`src/rtl/seq_det_pkg.sv`:
```
// Shared types and constants for the time-multiplexed "101" detector.
// The context encoding lives here so the engine and the scheduler agree on it.
package seq_det_pkg;

   localparam int unsigned STATE_W = 2;

   typedef logic [STATE_W-1:0] state_t;

   localparam state_t S0 = 2'b00;
   localparam state_t S1 = 2'b01;
   localparam state_t S2 = 2'b10;

   // At least one bit, so a single-channel build still has a legal index port.
   function automatic int unsigned calc_ch_w(input int unsigned n);
      return (n > 1) ? $clog2(n) : 1;
   endfunction

endpackage

```
`src/rtl/seq_det_step.sv`:
```
// Combinational Mealy step of the overlapping "101" detector.
// One instance is shared by all channels through the scheduler.
module seq_det_step
   import seq_det_pkg::*;
(
   input  state_t state,
   input  logic   din,
   output state_t next_state,
   output logic   detect
);

   always_comb begin
      next_state = S0;
      detect     = 1'b0;
      case (state)
         S0: next_state = din ? S1 : S0;
         S1: next_state = din ? S1 : S2;
         S2: begin
            next_state = din ? S1 : S0;
            detect     = din;
         end
         default: next_state = S0;
      endcase
   end

endmodule

```
`src/rtl/seq_det_scheduler.sv`:
```
// Round-robin scheduler sharing one "101" detector across N_CH serial channels,
// with per-channel saved contexts, saturating match counters and a tagged pulse.
module seq_det_scheduler
   import seq_det_pkg::*;
#(
   parameter  int unsigned N_CH  = 4,
   parameter  int unsigned CNT_W = 8,
   localparam int unsigned CH_W  = calc_ch_w(N_CH)
) (
   input  logic                    clk,
   input  logic                    rst,
   input  logic [N_CH-1:0]         ch_enable,
   input  logic [N_CH-1:0]         ch_valid,
   input  logic [N_CH-1:0]         ch_bit,
   output logic [N_CH-1:0]         ch_ready,
   input  logic                    clr_counts,
   output logic                    det_valid,
   output logic [CH_W-1:0]         det_ch,
   output logic [N_CH*CNT_W-1:0]   match_cnt
);

   state_t           ctx_q [N_CH];
   logic [CNT_W-1:0] cnt_q [N_CH];
   logic [CH_W-1:0]  ptr_q;

   logic [N_CH-1:0]  req;
   logic [N_CH-1:0]  grant;
   logic [CH_W-1:0]  grant_idx;
   logic             grant_any;
   logic [CH_W-1:0]  ptr_next;
   int unsigned      idx;

   state_t           step_state;
   state_t           step_next;
   logic             step_detect;

   // Search from ptr upward with wrap; nothing is granted while in reset.
   always_comb begin
      req       = ch_valid & ch_enable;
      grant     = '0;
      grant_idx = '0;
      grant_any = 1'b0;
      idx       = 0;
      if (rst) begin
         for (int unsigned i = 0; i < N_CH; i++) begin
            idx = (32'(ptr_q) + i) % N_CH;
            if (!grant_any && req[idx]) begin
               grant_any  = 1'b1;
               grant[idx] = 1'b1;
               grant_idx  = CH_W'(idx);
            end
         end
      end
   end

   assign ch_ready   = grant;
   assign ptr_next   = (grant_idx == CH_W'(N_CH - 1)) ? '0 : grant_idx + CH_W'(1);
   assign step_state = ctx_q[grant_idx];

   seq_det_step u_step (
      .state      (step_state),
      .din        (ch_bit[grant_idx]),
      .next_state (step_next),
      .detect     (step_detect)
   );

   always_ff @(posedge clk) begin
      if (!rst) begin
         for (int unsigned c = 0; c < N_CH; c++) begin
            ctx_q[c] <= S0;
            cnt_q[c] <= '0;
         end
         ptr_q     <= '0;
         det_valid <= 1'b0;
         det_ch    <= '0;
      end else begin
         for (int unsigned c = 0; c < N_CH; c++) begin
            // A disabled channel drops any partial sequence.
            if (!ch_enable[c]) begin
               ctx_q[c] <= S0;
            end else if (grant[c]) begin
               ctx_q[c] <= step_next;
            end
            if (clr_counts) begin
               cnt_q[c] <= '0;
            end else if (grant[c] && step_detect && (cnt_q[c] != '1)) begin
               cnt_q[c] <= cnt_q[c] + CNT_W'(1);
            end
         end
         det_valid <= grant_any & step_detect;
         if (grant_any) begin
            det_ch <= grant_idx;
            ptr_q  <= ptr_next;
         end
      end
   end

   always_comb begin
      match_cnt = '0;
      for (int unsigned c = 0; c < N_CH; c++) begin
         match_cnt[c*CNT_W +: CNT_W] = cnt_q[c];
      end
   end

endmodule

```
`config.mk`:
```
export PLATFORM = sky130hd
export DESIGN_NAME = seq_det_scheduler
export DESIGN_NICKNAME = d
export VERILOG_FILES = /design/src/rtl/seq_det_pkg.sv /design/src/rtl/seq_det_step.sv /design/src/rtl/seq_det_scheduler.sv
export SDC_FILE = /design/constraint.sdc
export NUM_CORES = 1
export LEC_CHECK = 0
export BUFFER_PORTS_ARGS = -buffer_cell sky130_fd_sc_hd__buf_2
export CORE_ASPECT_RATIO = 0.75
export CORE_MARGIN = 3
export CORE_UTILIZATION = 39
export CTS_CLUSTER_SIZE = 40
export DETAILED_ROUTE_END_ITERATION = 8
export GPL_TIMING_DRIVEN = 0
export SETUP_SLACK_MARGIN = 0.15
export SLEW_MARGIN = 20
export SYNTH_ARGS = -nofsm -noshare
export SYNTH_HDL_FRONTEND = slang
export SYNTH_SLANG_ARGS = --single-unit
```
`constraint.sdc`:
```
create_clock -name clk -period 4.65 [get_ports clk]
set_input_delay 1.1625 -clock clk [delete_from_list [all_inputs] [get_ports clk]]
set_output_delay 1.1625 -clock clk [all_outputs]
set_load 0.005 [all_outputs]
```
# --- Word level (Yosys, flattened, before mapping) ---
# Memories as Yosys holds them, arrays and structs flattened.
# Cells that the tools add are included.
totals:
  reg_bits: 5
  in_bits: 15
  ram_bits: 40
  n_memories: 2
classes:
  add_sub_neg: 8
  mux: 108
  bitwise: 21
  n_eq_ne: 7
  n_lt_le_gt_ge: 9
  reduce_logical: 20
mem_list:
  columns: ["name", "depth", "word_bits", "read_ports", "rd_clocked_by_memory_dff", "write_ports", "line", "source"]
  rows:
  - ["cnt_q", 4, 8, 4, 0, 4, "seq_det_scheduler.sv:23", "logic [CNT_W-1:0] cnt_q [N_CH];"]
  - ["ctx_q", 4, 2, 1, 0, 4, "seq_det_scheduler.sv:22", "state_t ctx_q [N_CH];"]
ops:
  columns: ["cell", "n"]
  rows:
  - ["1-bit two-way mux", 67]
  - ["8-bit two-way mux", 8]
  - ["8-bit by 1-bit adder with 8-bit output (second input constant)", 4]
  - ["4-bit two-way mux", 8]
  - ["8-bit != test (second input constant)", 4]
  - ["2-bit two-way mux", 15]
  - ["1-bit OR", 16]
  - ["1-bit logical AND", 15]
  - ["2-bit by 3-bit < comparator with 1-bit output (second input constant)", 5]
  - ["4-bit OR", 3]
  - ["1-bit binary-select mux with 2-bit select", 5]
  - ["1-bit demux with 2-bit select", 4]
  - ["2-bit by 1-bit greater-or-equal comparator with 1-bit output (second input constant)", 4]
  - ["2-bit by 1-bit adder with 2-bit output (second input constant)", 2]
  - ["2-bit adder (second input constant)", 2]
  - ["4-bit bitwise AND", 1]
  - ["2-bit == test (second input constant)", 2]
  - ["2-bit one-hot mux with 2 select lines", 1]
  - ["1-bit logical NOT", 3]
  - ["2-bit by 1-bit == test with 1-bit output (second input constant)", 1]
  - ["2-bit logical NOT", 1]
  - ["2-bit OR reduction", 1]
  - ["1-bit bitwise AND", 1]

# --- Logic depth before layout (Yosys ltp) ---
logic_depth:
  ltp_word: 27
  mapped_depth: 11
  depth_no_buf: 9

# --- Cells and area by module ---
# A second synthesis with hierarchy kept.
unflattened:
  cells_unflattened: 277
  area_unflattened_um2: 2900.3
by_module_without_submodules:
  columns: ["mod", "cells_each", "area_per_inst_um2", "n_inst", "seq_area_each_um2"]
  rows:
  - ["seq_det_scheduler", 274, 2875.3, 1, 1301.2]
  - ["seq_det_step", 3, 25.0, 1, 0.0]

# --- Least setup slack after synthesis ---
# Ideal clock, no wire load.
synth_path:
  kind: "input-to-reg"
  from: "in ch_valid[0]"
  to: "mem cnt_q[2][0] (enable)"
  stages: 9
  t_arrival_ps: 4091
  setup_ps: 387
  path_slack_ps: 172
  cell_sequence: "and4b_2 -> or4_1 -> buf_2 -> a21o_2 -> a22o_1 -> buf_6 -> a2111oi_4 -> o211ai_2 -> o31ai_1"
synth_lines:
  columns: ["element", "line", "source"]
  rows:
  - ["start, declared", "seq_det_scheduler.sv:13", "input logic [N_CH-1:0] ch_valid,"]
  - ["end, declared", "seq_det_scheduler.sv:23", null]

# --- Worst setup path after layout ---
layout_path:
  from: "in ch_enable[0]"
  to: "out ch_ready[0]"
layout_via:
  elab_chain_cells: 17
  word_cells_on_any_way: 32
  classes_between: "22 x mux; 4 x bitwise; 6 x reduce/logical"
layout_rtl:
  columns: ["element", "line", "source"]
  rows:
  - ["start, declared", "seq_det_scheduler.sv:12", "input logic [N_CH-1:0] ch_enable,"]
  - ["4-bit bitwise AND (*)", "seq_det_scheduler.sv:39", "req = ch_valid & ch_enable;"]
  - ["1-bit binary-select mux with 2-bit select", "seq_det_scheduler.sv:47", "if (!grant_any && req[idx]) begin"]
  - ["1-bit two-way mux (not written as such)", "seq_det_scheduler.sv:47", null]
  - ["1-bit two-way mux", "seq_det_scheduler.sv:47", null]
  - ["1-bit two-way mux", "seq_det_scheduler.sv:44", "if (rst) begin"]
  - ["1-bit logical NOT", "seq_det_scheduler.sv:47", null]
  - ["1-bit logical AND", "seq_det_scheduler.sv:47", null]
  - ["1-bit two-way mux", "seq_det_scheduler.sv:47", null]
  - ["1-bit two-way mux", "seq_det_scheduler.sv:44", null]
  - ["1-bit logical NOT", "seq_det_scheduler.sv:47", null]
  - ["1-bit logical AND", "seq_det_scheduler.sv:47", null]
  - ["1-bit two-way mux", "seq_det_scheduler.sv:47", null]
  - ["1-bit two-way mux", "seq_det_scheduler.sv:44", null]
  - ["1-bit logical NOT", "seq_det_scheduler.sv:47", null]
  - ["1-bit logical AND", "seq_det_scheduler.sv:47", null]
  - ["4-bit two-way mux (*)", "seq_det_scheduler.sv:47", null]
  - ["4-bit two-way mux (*)", "seq_det_scheduler.sv:44", null]
  - ["end, declared", "seq_det_scheduler.sv:15", "output logic [N_CH-1:0] ch_ready,"]
# Mark *: on every way between the ends. The rest lies on a longest branch, timed or not. The select of a mux whose other input is x is not followed.

==> qor.yml <==
critical_path:
  cp_cell_sequence: "buf_2 > and4b_2 > or4_1 > buf_2 > o311ai_0 > a22oi_2 > nor2_1 > buf_2"
  worstPathArrival_ps: 3140
  critPathSlowestCell: "or4_1"
  critPathMaxFanout: 7
  cpPeakStageDelay_ps: 510
  crit_path_end_kind: "output pin"
  cp.required_ps: 3490
  path_common_cell: "buf_2"
  cp-start-kind: "primary input"
  cp_top_family: "simple AND/OR/NAND/NOR gates"
  critical_path_class: "primary input to output pin"
  critPathBufInv: 3
finish:
  drive_above_1_share_pct: 27.4
  fill_cells: 725
  syn_to_final_growth_pct: 20.6
  num_antenna_cells: 0
  utilization_pct: 49.7
  fin_nets: 394
timing:
  rsz0062_at_grt: "no"
  drv_slew: 0
  setup_viol: 0
  hold_viol: 0
  worstMarginPinSlew_ps: 732
  post-route-period-util_pct: 92.6
  max_freq_mhz: 232
  finClkSkew_ps: 10.8
  max-slew-margin-rel_pct: 51.2
  setup_ws_ps: 344
  finalCriticalPeriod_ps: 4310
  timing.hold.ws_ps: 490
clocking:
  cts.clk_slew.worst_paths_ps: 90
  cts_buffers: 5
  postCtsHoldBufs: 0
  clk_latency_ps: 300
  cts_tree: "yes"
  cts_max_level: 2
  clock-sinks: 45
  cts-root-buf: "clkbuf_8"
  cts_buffer_depth: 2
power:
  p_leak_nw: 1.39
  p_per_area_nw_per_um2: 426
  ir_drop_uv: 169
routing:
  dr_wl_met2_um: 3240
  drt_iter0_drc: 195
  wl_per_cell_um: 17.2
  drc_errors: 0
  dr.pass1.iters: 4
  antenna_left: 0
  via_per_inst: 5.83
  highest_layer: "met4"
  wl_met3_um: 410
  drt-total-wl_um: 8060
  met1_length_um: 4340
  vias: 2735
placement:
  io_buffers: 52
  gp_congestion: 0.868
  dp_slack_ps: -687
  post-dp-hpwl_um: 5990
floorplan:
  start_util_pct: 41.2
  coreArea_um2: 7570
  fp.dieW_um: 109
  num_rows: 27
  io_pins: 54
  die-area_um2: 9120
  die_y_um: 83.5
hold_path:
  min_path_type: "flip-flop to flip-flop"
synthesis:
  yosysWarnings: 0
  synth_edf_count: 40
  ys_seq_elements: 45
  yosysSeqAreaShare_pct: 41.7
  netlist_area_um2: 3120
  ys.flop_type: "edfxtp_1"
  async_flop_share_pct: 0
  synth_top_cell_area_share_pct: 38.5
  avgSynthCellArea_um2: 10.3
  synth_area_leaders: "edfxtp_1 39%, nor4_1 6.4%, ha_1 4.8%"
  syn_inst: 302
  yosys.area.top_type: "edfxtp_1"
  synth.distinct_cells: 56
  synth_nets: 329
grt:
  grt.overflow.total: 0
  grt_usage_pct: 17.9
  antenna_found_initial: 0
  grt_first_pass_wirelength_um: 13100
  grt_max_degree: 14
  grt_pass1_vias: 2569
run:
  maxCapViolCount: 0
outcome:
  status: "finished clean"
-- layout make-up --
type	instances	area [um2]	area share [%]
multi-input combinational	225	1760	46.8
clock inverter	2	33.8	0.898
timing repair buffer	58	330	8.78
tap	101	126	3.36
buffer	14	65.1	1.73
inverter	18	68.8	1.83
sequential	45	1300	34.7
clock buffer	6	72.6	1.93
-- synth_stat cells, drive strengths merged (6+ instances only) --
cell type / number
nor4: 32
nand3: 24
xnor2: 13
ha: 12
and4b: 6
inv: 17
a21oi: 10
buf: 7
nor2: 20
xor2: 12
nand2: 13
clkbuf: 7
a22oi: 6
a211oi: 6
edfxtp: 40
-- stage by stage --
step / power [mW] / cell area [um2] / TNS (ps) / cells
2_1_floorplan: 1.05 / 3120 / 0 / 302
3_3_place_gp: 1.25 / 3510 / -19350 / 455
3_5_place_dp: 1.26 / 3520 / -16630 / 455
4_1_cts: 1.59 / 3750 / 0 / 469
5_1_grt: 1.71 / 3760 / 0 / 469
6_report: 1.60 / 3760 / 0 / 469
-- where the power goes --
part           switching (mW)  internal [mW]  total, mW
clock network           0.134          0.159      0.293
logic                   0.503          0.264      0.767
registers              0.0487          0.495      0.544
-- path summary, 6_finish.rpt --
path         slack (ps)     endpoint    startpoint  cells after the start
max                 340  ch_ready[0]  ch_enable[0]                      8
min                 490    det_ch[1]     det_ch[1]                      1
max reg2reg         370  cnt_q[1][5]      ptr_q[0]                     11
min reg2reg         490    det_ch[1]     det_ch[1]                      1
-- timing repair --
| action | 4_1_cts | 5_1_grt |
|---|---|---|
| gates resized for setup | 9 | 7 |
| setup endpoints to repair | 34 | 51 |
| buffers inserted | 6 | 0 |
| pin swaps | 4 | 1 |
-- sequential cells by signal (all words and copies together) (netlist names) --
name       flops
det_valid      1
cnt_q         32
det_ch         2
ptr_q          2
ctx_q          8
-- logic make-up (layout without fill, tap and decap cells) --
kind of cell	after synthesis	count (layout)	synth area share (%)
xor+xnor	25	25	7.02
simple gates	117	117	21.5
compound gates	60	60	15.6
flops	45	45	41.7
buf+inv	32	98	4.17
fa+ha+maj	12	12	4.81
mux	11	11	5.21
-- cells in the final DEF, fill, tap and decap left out, drive strengths merged, types with 2 or more instances in the layout --
master / count
nand3: 24
clkinv: 2
a211oi: 6
o211ai: 5
a31o: 2
mux2i: 5
nand2b: 2
and4b: 6
o31ai: 5
mux2: 2
buf: 64
a31oi: 3
xnor2: 13
a221oi: 4
or3: 4
a21oi: 10
a22o: 2
nor4: 32
o311ai: 4
clkbuf: 14
xor2: 12
nand2: 13
a21o: 2
and2: 5
o21ai: 3
nand4: 2
nor2: 20
edfxtp: 40
and3: 2
mux4: 4
o41ai: 4
inv: 17
ha: 12
a22oi: 6
dfxtp: 5
-- routing by layer --
metal	track usage [%]	up-vias
met5	0	-
met2	23.2	79
met4	4.87	0
met3	3.48	10
met1	29.5	1321
li1	-	1325
Power figures use the tool's default switching activity.
